### src/rtl/crc_frame_pkg.sv
// Shared definitions for the CRC framed byte receiver.
// State encoding and CRC8 constants.
package crc_frame_pkg;

    typedef enum logic [1:0] {
        ST_IDLE    = 2'd0,
        ST_PAYLOAD = 2'd1,
        ST_CHECK   = 2'd2
    } state_t;

    localparam logic [7:0] CRC8_POLY = 8'h8E;
    localparam logic [7:0] CRC8_INIT = 8'h00;

endpackage

### src/rtl/crc_8bit.sv
// Combinational CRC8 of one byte.
// MSB-first: conditional poly XOR, then shift left.
module crc_8bit
    import crc_frame_pkg::*;
(
    input  logic [7:0] i_data,
    output logic [7:0] o_crc
);

    logic [7:0] w_x;

    // Eight rounds of XOR-then-shift
    always_comb begin
        w_x = i_data;
        for (int i = 0; i < 8; i++) begin
            if (w_x[7]) begin
                w_x = w_x ^ CRC8_POLY;
            end
            w_x = {w_x[6:0], 1'b0};
        end
    end

    assign o_crc = w_x;

endmodule

### src/rtl/crc_frame_ctrl.sv
// LEN/payload/CRC frame receiver with payload pass-through.
// Optional idle abort: define CRC_FRAME_TIMEOUT_EN.
module crc_frame_ctrl #(
    parameter int MAX_LEN = 64,
    parameter int TIMEOUT = 255
) (
    input  logic       clk,
    input  logic       rst_n,
    input  logic [7:0] s_data,
    input  logic       s_valid,
    output logic       s_ready,
    output logic [7:0] m_data,
    output logic       m_valid,
    input  logic       m_ready,
    output logic       frame_done,
    output logic       frame_ok,
    output logic       err_len,
    output logic       err_timeout
);
    import crc_frame_pkg::*;

    state_t     r_state;
    state_t     w_state_nx;
    logic [7:0] r_rem;
    logic [7:0] w_rem_nx;
    logic [7:0] r_crc;
    logic [7:0] w_crc_nx;
    logic       r_done;
    logic       w_done_nx;
    logic       r_ok;
    logic       w_ok_nx;
    logic       r_len;
    logic       w_len_nx;
    logic       w_s_ready;
    logic       w_m_valid;
    logic [7:0] w_crc_in;
    logic [7:0] w_crc_out;

`ifdef CRC_FRAME_TIMEOUT_EN
    localparam int TW = $clog2(TIMEOUT + 1);
    localparam logic [TW-1:0] TO_LAST =
        TW'(TIMEOUT - 1);

    logic [TW-1:0] r_cnt;
    logic [TW-1:0] w_cnt_nx;
    logic          r_to;
    logic          w_to_nx;
`endif

    assign w_crc_in = r_crc ^ s_data;

    crc_8bit u_crc (
        .i_data (w_crc_in),
        .o_crc  (w_crc_out)
    );

    // Next-state, datapath updates and handshakes
    always_comb begin
        w_state_nx = r_state;
        w_rem_nx   = r_rem;
        w_crc_nx   = r_crc;
        w_done_nx  = 1'b0;
        w_ok_nx    = 1'b0;
        w_len_nx   = 1'b0;
        w_s_ready  = 1'b0;
        w_m_valid  = 1'b0;
        unique case (r_state)
            ST_IDLE: begin
                w_s_ready = 1'b1;
                if (s_valid) begin
                    if (s_data == 8'h00 ||
                        s_data > 8'(MAX_LEN)) begin
                        w_len_nx = 1'b1;
                    end else begin
                        w_state_nx = ST_PAYLOAD;
                        w_rem_nx   = s_data;
                        w_crc_nx   = CRC8_INIT;
                    end
                end
            end
            ST_PAYLOAD: begin
                w_s_ready = m_ready;
                w_m_valid = s_valid;
                if (s_valid && m_ready) begin
                    w_crc_nx = w_crc_out;
                    w_rem_nx = r_rem - 8'd1;
                    if (r_rem == 8'd1) begin
                        w_state_nx = ST_CHECK;
                    end
                end
            end
            ST_CHECK: begin
                w_s_ready = 1'b1;
                if (s_valid) begin
                    w_state_nx = ST_IDLE;
                    w_done_nx  = 1'b1;
                    w_ok_nx    = (s_data == r_crc);
                end
            end
            default: begin
                w_state_nx = ST_IDLE;
            end
        endcase
`ifdef CRC_FRAME_TIMEOUT_EN
        w_cnt_nx = r_cnt;
        w_to_nx  = 1'b0;
        if (r_state == ST_IDLE) begin
            w_cnt_nx = '0;
        end else if (s_valid && w_s_ready) begin
            w_cnt_nx = '0;
        end else if (!s_valid) begin
            if (r_cnt == TO_LAST) begin
                w_cnt_nx   = '0;
                w_to_nx    = 1'b1;
                w_state_nx = ST_IDLE;
            end else begin
                w_cnt_nx = r_cnt + 1'b1;
            end
        end
`endif
    end

    // State, datapath and pulse registers
    always_ff @(posedge clk or negedge rst_n) begin
        if (!rst_n) begin
            r_state <= ST_IDLE;
            r_rem   <= 8'd0;
            r_crc   <= CRC8_INIT;
            r_done  <= 1'b0;
            r_ok    <= 1'b0;
            r_len   <= 1'b0;
        end else begin
            r_state <= w_state_nx;
            r_rem   <= w_rem_nx;
            r_crc   <= w_crc_nx;
            r_done  <= w_done_nx;
            r_ok    <= w_ok_nx;
            r_len   <= w_len_nx;
        end
    end

`ifdef CRC_FRAME_TIMEOUT_EN
    // Inter-byte idle counter and abort pulse
    always_ff @(posedge clk or negedge rst_n) begin
        if (!rst_n) begin
            r_cnt <= '0;
            r_to  <= 1'b0;
        end else begin
            r_cnt <= w_cnt_nx;
            r_to  <= w_to_nx;
        end
    end

    assign err_timeout = r_to;
`else
    logic w_unused_to;
    assign w_unused_to = (TIMEOUT != 0);
    assign err_timeout = 1'b0;
`endif

    assign s_ready    = w_s_ready & rst_n;
    assign m_valid    = w_m_valid & rst_n;
    assign m_data     = s_data;
    assign frame_done = r_done;
    assign frame_ok   = r_ok;
    assign err_len    = r_len;

endmodule

### config.mk
export PLATFORM = sky130hd
export DESIGN_NAME = crc_frame_ctrl
export DESIGN_NICKNAME = d
export VERILOG_FILES = /design/src/rtl/crc_frame_pkg.sv /design/src/rtl/crc_8bit.sv /design/src/rtl/crc_frame_ctrl.sv
export SDC_FILE = /design/constraint.sdc
export NUM_CORES = 1
export LEC_CHECK = 0
export CORE_AREA = 3 3 56 58
export CTS_CLUSTER_SIZE = 20
export DETAILED_ROUTE_END_ITERATION = 10
export DIE_AREA = 0 0 59 61
export PLACE_DENSITY_LB_ADDON = 0.15
export SETUP_SLACK_MARGIN = 0.3
export SLEW_MARGIN = 20
export SYNTH_ARGS = -nofsm -noshare
export SYNTH_HDL_FRONTEND = slang
export SYNTH_HIERARCHICAL = 1
export SYNTH_SLANG_ARGS = --single-unit
### constraint.sdc
create_clock -name clk -period 5.3 [get_ports clk]
set_input_delay 1.325 -clock clk [delete_from_list [all_inputs] [get_ports clk]]
set_output_delay 1.325 -clock clk [all_outputs]
set_load 0.03 [all_outputs]
==> summary.md <==
| Metric | Value |
|---|---|
| Setup-failing EPs final | `0` |
| DP Wirelength | `2320 um` |
| Area delta synth->final | `14.2%` |
| Synth cell types | `44` |
| Mapped Avg Cell Area | `roughly 9.5 um^2` |
| Placed cell areas | `1660 um^2` |
| Status | `finished, final reports clean` |
| Clock Path Buffers | `2` |
| Worst Setup End Kind | `output pin` |
| Largest net degree at the start of global routing | `19` |
| Peak VDD IR | `approximately 0.39 mV` |
| Sequential share of power | `around a third` |
| Die width | `a little under 60 um` |
| Proportion of layout cells with a drive suffix above 1 | `under 10%` |
| Leading cell type in the layout, fill and taps excluded | `clkdlybuf4s50_1` |
| Pwr Density | `401 nW/um^2` |
| Pre-CTS setup slack | `1.02 ns` |
| Vias in the first global route | `1149` |
| Hold path cells | `1` |
| Crit-path cells | `clkdlybuf4s50_1, a21boi_0, clkdlybuf4s50_1` |
| Gpl congestion | `around 0.77` |
| Register bit total from synthesis | `21` |
| Initial core utilization | `54.4%` |
| CTS buffer count | `3` |
| Final #Nets | `between 150 and 200` |
| Sw Share | `39.0%` |
| Via density | `5.55` |
| DR WL/cell | `15.0 um` |
| Met1 WL | `1330 um` |
| Ys flop type | `dfrtp_1` |
| DRT antenna net count | `0` |
| Worst EP required | `3.97 ns` |
| Design area | `1690 um^2` |
| Setup CP Type | `primary input to output pin` |
| Initial antenna violation count | `0` |
| Die Span Y | `~61 um` |
| Yosys warnings | `6` |
| Vias | `1121` |
| Fmax | `0.235 GHz` |
| # port buffers | `24` |
| R2R cell count | `4` |
| Total track usage | `18.0%` |
| Layout Skew | `approximately 0.011 ns` |
| Post-route setup slack | `about 1.0 ns` |
| WL met2 | `1500 um` |
| Net Sw Power | `between 0.2 and 0.3 mW` |
| Tightest Hold Check Type | `flip-flop to flip-flop` |
| Post-Syn Instances | `155` |
| Clock Power Share | `a little over a tenth` |
| CTS Hold Buffers Added | `0` |
| Internal | `0.412 mW` |
| TritonCTS clock tree | `yes` |
| Setup TNS | `0 ns` |
| Logic pwr share | `56.4%` |
| Worst Path Buf+Inv | `2` |
| DRC | `0` |
| Core Rows | `19` |
| Worst path depth | `3` |
| Final min period | `between 4 and 5 ns` |
| Area leader, netlist | `dfrtp_1` |
| Post_cts resized | `0` |
| DRT Pass-1 Iters | `4` |
| Hold Violations, Final | `0` |
| Max incr delay on CP | `about 0.70 ns` |
| Sequential area share after synthesis | `35.6%` |
| Synth Cell Area | `1480 um^2` |
| CP startpoint kind | `primary input` |
| Antenna Cells | `0` |
| Global route overflow | `0` |
| Final period util | `80.2%` |
| Synth area leaders | `dfrtp_1 (36%), xor2_1 (6.5%), buf_4 (5.6%)` |
| Post-route core utilization | `62.2%` |
| H-tree depth | `1` |
| Crit path max-delay family | `buffers and inverters` |
| Worst-Skew Late Latency | `around 0.3 ns` |
| RSZ-0062 raised after global routing | `false` |
| Crit path max-delay cell type | `clkdlybuf4s50_1` |
| Io pins | `26` |
| EDFF count, synth | `0` |
| CP most frequent cell | `clkdlybuf4s50_1` |
| Synth top area share | `35.6%` |
| Clock tree sinks | `21` |
| Max-cap viol count | `0` |
| Wire length of the first global-routing pass | `~4900 um` |
| CTS Root Cell | `clkbuf_4` |
| Iteration-0 DRC Markers | `40` |
| Crit path DAT | `2.93 ns` |
| Routed WL | `between 3000 and 4000 um` |
| Clk slew on worst S/H paths | `~0.11 ns` |
| Async set or reset register ratio after synthesis | `100%` |
| # Post-CTS Setup Buffers | `0` |
| Met3 WL | `~180 um` |
| Most frequent cells in the layout | `clkdlybuf4s50_1 (24), dfrtp_1 (21), nand2_1 (15), inv_1 (11), xor2_1 (11)` |
| Highest metal used | `met4` |
| Worst-path maximum fanout | `10` |
| Final Max Tran Viols | `0` |
| Worst R2R Setup Slack | `roughly 3.3 ns` |
| Pleak | `0.749 nW` |
| Die area | `3600 um^2` |
| Core Region | `2710 um^2` |
-- power by group through the flow --
stage	clock (mW)	combinational [mW]	sequential, mW
5_1_grt	0.0826	0.429	0.226
4_1_cts	0.0785	0.383	0.222
3_3_place_gp	0	0.370	0.223
2_1_floorplan	0	0.315	0.219
3_5_place_dp	0	0.382	0.224
6_report	0.0737	0.381	0.221
-- cells in the mapped netlist (3+ instances only) --
master / n
a21oi_1: 6
buf_4: 11
clkbuf_1: 3
dfrtp_1: 21
inv_1: 11
mux2i_1: 8
nand2_1: 15
nand3_1: 6
nor2_1: 5
nor3_1: 5
o21ai_0: 6
o221ai_1: 4
xnor2_1: 7
xor2_1: 11
-- path summary, 6_finish.rpt --
| path | startpoint | endpoint |
|---|---|---|
| max | rst_n | s_ready |
| min | r_rem[7]$_DFFE_PN0P_ | r_rem[7]$_DFFE_PN0P_ |
| max reg2reg | r_state[0]$_DFFE_PN0P_ | r_crc[2]$_DFFE_PN0P_ |
| min reg2reg | r_rem[7]$_DFFE_PN0P_ | r_rem[7]$_DFFE_PN0P_ |
| max in group asynchronous | rst_n | r_rem[2]$_DFFE_PN0P_ |
| min in group asynchronous | rst_n | r_crc[1]$_DFFE_PN0P_ |
-- kinds of logic after synthesis --
group | after synthesis | share of synthesized area (%)
flops | 21 | 35.6
simple gates | 47 | 18.1
other cells | 2 | 0.509
xor+xnor | 21 | 14.9
fa+ha+maj | 2 | 1.70
mux | 8 | 5.43
buf+inv | 26 | 10.5
compound gates | 28 | 13.2
-- worst reg2reg max path, delay by kind of cell, from the launching register on --
kind,cells,cell delay (ns)
mux,1,0.25
flops,1,0.43
simple gates,2,0.80
compound gates,1,0.41
-- cell type report --
class	count	area, um^2
Clock buffer	4	26.3
Multi-Input combinational cell	109	798
Timing Repair Buffer	26	255
Inverter	11	41.3
Sequential cell	21	526
Tap cell	31	38.8
Fill cell	249	1020
-- registers in the layout, indices dropped and copies added (netlist names) --
register / count
r_crc: 8
r_rem: 8
r_state: 2
err_len: 1
frame_done: 1
frame_ok: 1
-- metrics by stage --
stage	instances	power (mW)	hold slack, ns
after global placement	198	0.593	0.483
after global routing	202	0.738	0.513
after CTS	202	0.684	0.494
after floorplan	156	0.534	0.452
final	202	0.676	0.492
after detailed placement	198	0.606	0.474
-- layer usage --
layer / GRT usage (%) / vias up
met1: 21.2 / 527
met2: 33.3 / 40
met5: 0 / -
met4: 3.56 / 0
li1: - / 552
met3: 4.47 / 2
No activity file was read; power rests on OpenSTA's default activity.
